--- src/rtl/par2serial_8_1.sv ---
// 8:1 serializer for the clk_4f byte stream: sends COMMA alignment bytes after
// reset, then MSB-first data bytes (or COMMA when idle) at clk_32f bit rate.
module par2serial_8_1 #(
  parameter int         SYNC_BYTES = 4,
  parameter logic [7:0] COMMA      = 8'hBC
) (
  input  logic        clk_32f,
  input  logic        reset,
  input  logic [7:0]  data_in,
  input  logic        valid_in,
  output logic        ready_out,
  output logic        data_out,
  output logic        active_out,
  output logic [15:0] tx_count
);

  localparam logic STATE_SYNC   = 1'b0;
  localparam logic STATE_ACTIVE = 1'b1;

  logic        state_q,   state_d;
  logic [2:0]  bitCnt_q,  bitCnt_d;
  logic [3:0]  syncCnt_q, syncCnt_d;
  logic [6:0]  shift_q,   shift_d;
  logic        dataOut_q, dataOut_d;
  logic [15:0] txCount_q, txCount_d;
  logic [7:0]  byteSel;
  logic        loadEdge;

  assign loadEdge = (bitCnt_q == 3'd7);

  // A load edge picks the next byte; every other edge shifts out the stored bits.
  always_comb begin
    state_d   = state_q;
    bitCnt_d  = bitCnt_q + 3'd1;
    syncCnt_d = syncCnt_q;
    shift_d   = {shift_q[5:0], 1'b0};
    dataOut_d = shift_q[6];
    txCount_d = txCount_q;
    byteSel   = COMMA;
    if (loadEdge) begin
      if (state_q == STATE_ACTIVE && valid_in) begin
        byteSel   = data_in;
        txCount_d = txCount_q + 16'd1;
      end
      if (state_q == STATE_SYNC) begin
        syncCnt_d = syncCnt_q + 4'd1;
        if (syncCnt_d == 4'(SYNC_BYTES)) begin
          state_d = STATE_ACTIVE;
        end
      end
      dataOut_d = byteSel[7];
      shift_d   = byteSel[6:0];
    end
  end

  // bit counter resets to 7 so the first edge after reset is a load edge
  always_ff @(posedge clk_32f) begin
    if (reset) begin
      state_q   <= STATE_SYNC;
      bitCnt_q  <= 3'd7;
      syncCnt_q <= 4'd0;
      shift_q   <= 7'd0;
      dataOut_q <= 1'b0;
      txCount_q <= 16'd0;
    end else begin
      state_q   <= state_d;
      bitCnt_q  <= bitCnt_d;
      syncCnt_q <= syncCnt_d;
      shift_q   <= shift_d;
      dataOut_q <= dataOut_d;
      txCount_q <= txCount_d;
    end
  end

  assign ready_out  = (state_q == STATE_ACTIVE) && loadEdge;
  assign active_out = (state_q == STATE_ACTIVE);
  assign data_out   = dataOut_q;
  assign tx_count   = txCount_q;

endmodule
--- config.mk ---
export PLATFORM = sky130hd
export DESIGN_NAME = par2serial_8_1
export DESIGN_NICKNAME = d
export VERILOG_FILES = /design/src/rtl/par2serial_8_1.sv
export SDC_FILE = /design/constraint.sdc
export NUM_CORES = 1
export LEC_CHECK = 0
export CORE_MARGIN = 4
export CORE_UTILIZATION = 35
export CTS_BUF_LIST = sky130_fd_sc_hd__clkbuf_4
export CTS_CLUSTER_DIAMETER = 100
export CTS_CLUSTER_SIZE = 28
export DETAILED_ROUTE_END_ITERATION = 6
export SETUP_SLACK_MARGIN = 0.15
export SYNTH_ARGS = -nofsm -noshare
export SYNTH_HDL_FRONTEND = slang
export SYNTH_SLANG_ARGS = --single-unit
export TNS_END_PERCENT = 10
--- constraint.sdc ---
create_clock -name clk_32f -period 1.9 [get_ports clk_32f]
set_input_delay 0.38 -clock clk_32f [delete_from_list [all_inputs] [get_ports clk_32f]]
set_output_delay 0.38 -clock clk_32f [all_outputs]
set_load 0.005 [all_outputs]
==> impl_summary.md, run 1 <==
Floorplanning
The core region is approximately 3400 sq um. For this configuration, the core starts out at a cell density of 0.373. The chip width is ~70 um. After floorplanning, the core was divided into 21 placement rows. The total I/O pin count is 30.

The height of the chip is 68.6 um. The die area is between 4000 and 5000 sq um.

Hold path
The min-delay analysis places its worst path in the category reg -> reg. In this run the most critical hold path is launched from bitCnt_q[0].

Timing
The worst slew margin relative to its limit is 0.726. The timing-limited maximum frequency is ~530 MHz. The clock arrives with between 0.007 and 0.008 ns of skew. The final-layout setup total negative slack is 0 ns. The final-report max-slew violation count came to 0. The final cycle utilization of the critical path is 0.998. The hold violation count in the final report came to 0.

Across all hold checks on the routed design, the worst slack comes to between 0.4 and 0.5 ns. Setup violations remaining at the end of the flow were counted as 0. At the pin with the least slew margin, the transition time is between 0.4 and 0.5 ns. The worst path needs 1.90 ns of the cycle, external delays included.

Once routing completed, OpenROAD measured the worst setup slack at 0.00369 ns. Setup repair after global routing could not meet its margin everywhere.

Cells and area
The final instance area is roughly 1800 sq um. The number of antenna diodes in the final layout is 0. The area growth from synthesis to layout is 42.5%.

Of the cells placed in the final design, the portion with a size suffix greater than 1 is 0.200. The number of nets at the end of the flow is 204.

Routing
The detailed-routing iteration count for the pre-antenna-repair pass is 4. Dividing the detail-routed wire length by the instance count gives approximately 12 um. In the routed design, unresolved DRC markers number 0. The number of nets with antenna violations after detailed routing is 0. For this block, the via count after detailed routing is 1152. The ratio of routed vias to standard cells is 4.88. The total routed wirelength is between 2000 and 3000 um. The number of violations reported at the end of detailed-routing iteration 0 is between 70 and 80.

Logic synthesis
The flop and latch count out of synthesis is 32. The async set or reset register ratio after synthesis is 0. The cell area that synthesis handed to floorplanning was about 1300 sq um. In this run, synthesis inferred 0 flip-flops with an integrated enable. Yosys attributes the largest share of cell area to dfxtp_1 50%, nor2_1 7.9%, xnor2_1 5.5%, ha_1 3.9%, a21oi_1 3.5%. The largest total area in the synthesized netlist belongs to dfxtp_1.

The number of nets in the synthesized netlist is ~160. Dividing the synthesized area by the synthesized cell count gives around 8.7 sq um. The number of distinct library cells after synthesis is 25. For this run, the register share of the synthesized area comes to 0.499. By count the netlist is led by 32 x dfxtp_1, 27 x nor2_1, 12 x nand2_1, 9 x a21oi_1, 9 x nor3_1.

The most frequently used flop master after synthesis is dfxtp_1. The share of synthesized area in the top cell type comes to 0.499. The count of mapped cells out of synthesis is 147. The Yosys step of the flow raised 0 warnings. The most common cell in the synthesized netlist is dfxtp_1.

CTS
The cell chosen for the clock root is clkbuf_4. The clock sink count is 32. Counting along the longest clock path gives a buffer depth of 2.

At the later pin of the worst-skew pair, clock insertion delay measures 0.34 ns. The number of levels the H-tree was split into is 2. The TritonCTS clock tree is yes. In this run, post-CTS hold repair placed 0 buffers. After clock tree synthesis, the clock-pin slew on the worst setup and hold paths is ~0.1 ns. TritonCTS created 5 clock buffers.

Pwr
The switching power is ~0.31 mW. Of the total power, the share spent switching nets is 0.254. The total power density per cell area is 676 nW/um^2. The part of the power in combinational logic is 0.117.

Of the total power, registers draw 0.584. For this design the static power due to leakage is between 0.6 and 0.7 nW. IR analysis of the VDD net gives a maximum drop of between 0.3 and 0.4 mV. Of the total power, the clock network draws 0.299. Internal power comes to slightly above 0.9 mW. The total power consumption of the routed design is 1.24 mW.

Worst setup path
The worst path arrival time is 2.16 ns. Of all nets on the critical path, the largest fanout is 4. STA puts the critical path data required time at ~2.2 ns. Across all register-to-register paths, the minimum setup slack is 0.004 ns. The critical setup path kind is reg -> reg. The worst register-to-register path begins at bitCnt_q[0]. The worst setup path is launched from a register. The element type at the critical path end is a register.

The critical path launch point is bitCnt_q[0].

GRT
The number of global-route vias before repair was approximately 1200. The global route total overflow is 0. The first global-routing pass estimated 4840 um of wire.

The global-route usage over all layers is 0.140. Entering global routing, the biggest net connects 23 pins. The initial antenna violation count is 0.

Placement
The total half-perimeter wirelength after legalization and detailed placement is roughly 2100 um. Routability-driven placement finished with a final weighted congestion of about 0.73. The number of I/O port buffers is 29. The placed standard-cell area is about 1700 sq um.

OpenSTA, run right after detailed placement, puts the worst setup slack at -0.279 ns.

Status
The flow ran to the end, and the final reports show no timing, DRC or antenna violations.

Flow run
The count of maximum capacitance violations is 0.
logic make-up (layout without fill, tap and decap cells):
family / count (synthesis) / after routing / synth area share
AND/OR/NAND/NOR: 77 / 77 / 0.295
buffers and inverters: 6 / 49 / 0.0175
XOR/XNOR: 12 / 12 / 0.0818
multiplexers: 1 / 1 / 0.00779
AO/OA/AOI/OAI: 15 / 15 / 0.0604
flip-flops: 32 / 32 / 0.499
adder cells (fa/ha/maj): 4 / 4 / 0.0389
power by group through the flow:
| stage | combinational, mW | clock (mW) | sequential [mW] |
|---|---|---|---|
| 2_1_floorplan | 0.0745 | 0 | 0.732 |
| 3_3_place_gp | 0.131 | 0 | 0.733 |
| 3_5_place_dp | 0.135 | 0 | 0.735 |
| 4_1_cts | 0.146 | 0.387 | 0.724 |
| 5_1_grt | 0.166 | 0.416 | 0.728 |
| 6_report | 0.144 | 0.370 | 0.723 |
layout make-up:
type	instances	area, sq um
fillers	334	1610
multi-input cells	109	676
flip-flops and latches	32	652
repair buffers	41	394
well taps	46	57.6
clock buffers	5	37.5
clock inverters	3	13.8
sequential cells by signal, summed over array words and instances (netlist names):
| name | cells |
|---|---|
| data_out | 1 |
| syncCnt_q | 4 |
| bitCnt_q | 3 |
| active_out | 1 |
| shift_q | 7 |
| tx_count | 16 |
cells in the final DEF (no fill, tap or decap), types with 4 or more instances in the layout:
cell type / instances
a21oi_1: 9
nand4_1: 7
clkbuf_4: 5
o21ai_0: 5
nand2_1: 12
dfxtp_1: 23
xnor2_1: 8
nor2_1: 27
nor3_1: 9
buf_4: 11
dfxtp_2: 9
xor2_1: 4
or3_1: 5
clkdlybuf4s50_1: 28
metrics by stage:
| step | utilization | instances |
|---|---|---|
| after floorplan | - | 147 |
| after global placement | 0.493 | 226 |
| after detailed placement | 0.493 | 226 |
| after CTS | 0.519 | 236 |
| after global routing | 0.532 | 236 |
| final | 0.532 | 236 |
per-layer routing:
metal / global-route usage / share of wire / vias up
met4: 0.0670 / 0.020 / 0
li1: - / - / 591
met1: 0.160 / 0.47 / 528
met5: 0 / 0 / -
met2: 0.230 / 0.46 / 26
met3: 0.0486 / 0.050 / 7
worst max-delay path: stages (launching register included):
cell and delay [ns]:
dfxtp_2 0.37, ha_4 0.14, ha_4 0.14, nand4_1 0.10
buf_4 0.16, or4_4 0.43, or3_1 0.35, a21oi_1 0.13
worst paths after layout:
| kind | endpoint | depth (start not counted) |
|---|---|---|
| max | tx_count[13] | 7 |
| min | bitCnt_q[0] | 1 |
| max reg2reg | tx_count[13] | 7 |
| min reg2reg | bitCnt_q[0] | 1 |
what timing repair did:
item / in CTS / in global routing
resized for setup: 10 / 13
setup endpoints to repair: 5 / 17
buffers inserted: 2 / 0
pin swaps: 9 / 5
Power figures use the tool's default switching activity.
==> run 2: changes to the inputs <==
--- a/config.mk
+++ b/config.mk
@@ -5,6 +5,7 @@
 export SDC_FILE = /design/constraint.sdc
 export NUM_CORES = 1
 export LEC_CHECK = 0
+export ABC_AREA = 1
 export CORE_MARGIN = 4
 export CORE_UTILIZATION = 35
 export CTS_BUF_LIST = sky130_fd_sc_hd__clkbuf_4
==> impl_summary.md, run 2 <==
Timing
The timing-limited maximum frequency is between 500 and 600 MHz. The final cycle utilization of the critical path is 0.906. For the pin with the worst max-slew slack, the measured transition is between 0.2 and 0.25 ns. The hold violation count in the final report is 0. Clock skew on the completed layout was measured at between 0.002 and 0.003 ns. The final-layout setup total negative slack is 0 ns. The final-report max-slew violation count is 0.

Setup violations remaining at the end of the flow were counted as 0. The smallest clock period supported by the final layout is computed as 1.72 ns. Setup repair after global routing could not meet its margin everywhere. Headroom to the max-slew limit came out at 0.838.

Cells and area
0 antenna diodes ended up in the layout. Leaving out fill and tap cells, the most frequent cell in the layout is nand2_1. From synthesis to final layout, the design area changed by 31.9%.

The flip-flop count of the largest register, all copies and words added is 16. The sequential cells in the finished layout cover a total of 643 sq um. The utilization after layout is 0.495.

Of the cells placed in the final design, the portion with a size suffix greater than 1 is 0.153. Summing all multi-input logic gate instances after layout gives about 660 sq um. Leaving out fill and tap cells, the most frequent cells in the layout are 33 x nand2_1, 30 x dfxtp_1, 28 x clkdlybuf4s50_1. The number of nets at the end of the flow is 229.

After filler insertion, the fill cell instance count of the layout stands at 342.

Logic synthesis
The leading cell type by number of instances after synthesis is nand2_1. Counting flops with an async set or reset pin after synthesis yields a share of 0. The fraction of the yosys area taken by sequential cells is 0.453. The post-synth net total is 190.

The cell type with the highest aggregate area in the netlist is dfxtp_1. The number of flops mapped to enable cells by yosys is 0. The share of synthesized area in the top cell type comes to 0.453. Sorting the synthesized cells by how often they occur yields 33 x nand2_1, 32 x dfxtp_1, 24 x nor2_1, 22 x inv_1, 11 x a21oi_1. The mapped netlist covers 1410 sq um. Of the total synthesized cell area, the portion taken by full adders, half adders and majority gates is 0.0354. Measured against the total synthesized area, the mux share comes to 0.

Synthesis instantiated 25 different standard cells from the library. Of the total synthesized cell area, the portion taken by XOR and XNOR cells is 0.0124. The most frequently used flop master after synthesis is dfxtp_1. After synthesis the netlist holds a flip-flop and latch count of 32. After synthesis, the largest family of logic cells by area is simple AND/OR/NAND/NOR gates. The compound-cell area share of the yosys netlist is 0.119. The Yosys step of the flow raised 0 warnings.

After synthesis, the mean cell area works out to ~8.1 sq um. Synthesis produced 175 cells. By area the synthesized netlist is led by dfxtp_1 45%, nand2_1 8.8%, nor2_1 6.4%, inv_1 5.8%, o221a_2 4.0%. The synthesized-area fraction occupied by and/or/nand/nor cells is 0.295.

Flow run
The count of maximum capacitance violations is 0.

Routing
The detailed-routing iteration count for the pre-antenna-repair pass is 4. After detailed routing, the average wire length per cell comes to roughly 12 um. Dividing the detail-routed via count by the number of cells gives roughly 4.8. The number of violations reported at the end of detailed-routing iteration 0 is 30. The via total after detailed routing is ~1300. The detail route stage leaves a number of antenna-violating nets equal to 0.

The final routed DRC violation total is 0. Wires add up to 3230 um.

Pwr
The leakage component of the power is roughly 0.74 nW. VDD sags by at most between 0.2 and 0.3 mV. The total power density per cell area is around 740 nW/um^2.

Worst setup path
The family of cells with the greatest summed delay on the critical path is buffers and inverters. The signal on the critical path passes through clkdlybuf4s50_1. The worst setup path is captured at an output pin. The worst register-to-register path ends at tx_count[9]. The count of buffer and inverter cells on the critical path is 1.

The critical path launch point is tx_count[7]. For the worst setup path, the data arrival time is 1.34 ns. The depth of the most critical reg-to-reg path is 8. The startpoint identified for the worst register-to-register timing path is bitCnt_q[0]. The worst endpoint required time is about 1.5 ns. The master of the slowest instance on the critical path is clkdlybuf4s50_1. The peak fanout along the critical path is 6. Setup slack on the worst reg-to-reg path comes out at roughly 0.26 ns. The capture point of the critical path is tx_count[7].

The nature of the critical path startpoint is a register. The logic depth of the worst path, buffers included is 1. The critical setup path kind is reg -> out. The delay of the slowest cell on the worst path is 0.56 ns.

GRT
For this run, global-route usage on met1 was measured as 0.167. The pin count of the biggest net entering global routing is 19. Summed over all layers, the global routing overflow is 0.

The met3 demand-to-capacity share in global routing is 0.0505. The first global-routing pass estimated between 5000 and 6000 um of wire. The global routing's busiest layer is met2.

The initial antenna violation count is 0. The global-route usage over all layers is 0.136. The number of global-route vias before repair came to between 1000 and 1500. The fraction of met2 tracks used by global routing is 0.220.

CTS
The number of levels the H-tree was split into is 2. The clock latency on the worst-skew pair is about 0.33 ns. The maximum buffer depth of the clock tree is 2.

The clock sink count is 32. TritonCTS built the clock tree. The cell chosen for the clock root is clkbuf_4. The number of buffers added for setup after CTS is 0. After clock tree synthesis, the clock-pin slew on the worst setup and hold paths is 0.10 ns. The number of hold buffers added after CTS was 0. The number of buffers created by CTS is 5.

Placement
The total half-perimeter wirelength after legalization and detailed placement is 2380 um. The final RePlAce weighted congestion is approximately 0.77. Port buffering added 29 buffers.

Status
The run finished with clean final reports.

Floorplanning
The total I/O pin count is 30. The die area is 5120 sq um. The floorplan step set the die width to between 70 and 80 um. The floorplan has 22 rows. The total area inside the core boundary comes to between 3000 and 4000 sq um. The initial utilization of the core area, before any placement, comes to 0.375.

From bottom edge to top edge, the die measures slightly above 70 um.

Hold path
The path type of the worst min-delay path is reg -> reg.
-- run 2: cell types whose count changed after synthesis, sizes merged, moves of 3 or more --
cell,previous run,this run
clkbuf,6,1
inv,0,23
nand2,12,35
nand3,2,8
nor3,9,5
nor4,3,0
o221a,0,5
or3,6,0
xnor2,8,0
-- run 2: stage by stage --
| step | hold slack, ns | instances | total power, mW | cell area, sq um | worst slack, ns |
|---|---|---|---|---|---|
| 3_5_place_dp | 0.395 | 255 | 0.894 | 1780 | 0.189 |
| 5_1_grt | 0.440 | 263 | 1.45 | 1870 | 0.119 |
| 3_3_place_gp | 0.379 | 255 | 0.888 | 1780 | 0.204 |
| 2_1_floorplan | 0.369 | 175 | 0.837 | 1410 | 0.426 |
| 6_report | 0.412 | 263 | 1.37 | 1870 | 0.179 |
| 4_1_cts | 0.419 | 263 | 1.40 | 1860 | 0.166 |
-- run 2: routing by layer --
metal	share of wire	vias to the layer above	wire, um
met1	0.47	582	1510
met4	0.013	0	41
met2	0.46	28	1470
met3	0.064	5	205
met5	0	-	0
li1	-	649	-
-- run 2: cells by family (layout without fill, tap and decap cells) --
family,Yosys count,count (layout)
simple gates,85,85
compound gates,26,26
xor+xnor,2,2
fa+ha+maj,4,4
flops,32,32
buf+inv,26,66
-- run 2: worst min path at each step --
| stage | cells after the start | slack, ns | endpoint | from |
|---|---|---|---|---|
| 2_1_floorplan | 1 | 0.37 | bitCnt_q[0] | bitCnt_q[0] |
| 3_5_place_dp | 1 | 0.40 | bitCnt_q[0] | bitCnt_q[0] |
| 6_report | 1 | 0.41 | bitCnt_q[0] | bitCnt_q[0] |
| 3_3_place_gp | 1 | 0.38 | bitCnt_q[0] | bitCnt_q[0] |
| 5_1_grt | 1 | 0.44 | bitCnt_q[0] | bitCnt_q[0] |
| 4_1_cts | 1 | 0.42 | bitCnt_q[0] | bitCnt_q[0] |
-- run 2: cell type report --
class	count	area share
clock buffer	5	0.0201
clock inverter	3	0.0201
inverter	23	0.0503
multi-input combinational	117	0.353
sequential	32	0.345
tap	48	0.0322
timing repair buffer	35	0.180
-- run 2: where the power goes --
group / leakage (nW) / switching, mW / internal [mW]
Combinational: 0.441 / 0.0762 / 0.0791
Clock: 0.0403 / 0.226 / 0.269
Sequential: 0.261 / 0.0175 / 0.707
Total: 0.742 / 0.320 / 1.05
-- run 2: timing repair --
item / CTS / global route
endpoints found under the setup margin: 1 / 7
gates resized for setup: 5 / 1
hold endpoints to repair: 0 / 0
pin swaps: 1 / 1
==> run 3: changes to the inputs <==
--- a/config.mk
+++ b/config.mk
@@ -6,11 +6,12 @@
 export NUM_CORES = 1
 export LEC_CHECK = 0
 export ABC_AREA = 1
+export CAP_MARGIN = 20
 export CORE_MARGIN = 4
 export CORE_UTILIZATION = 35
 export CTS_BUF_LIST = sky130_fd_sc_hd__clkbuf_4
 export CTS_CLUSTER_DIAMETER = 100
-export CTS_CLUSTER_SIZE = 28
+export CTS_CLUSTER_SIZE = 24
 export DETAILED_ROUTE_END_ITERATION = 6
 export SETUP_SLACK_MARGIN = 0.15
 export SYNTH_ARGS = -nofsm -noshare
==> results of run 3 <==
Same layout as run 2: the final DEF is identical, and so are final timing and power.
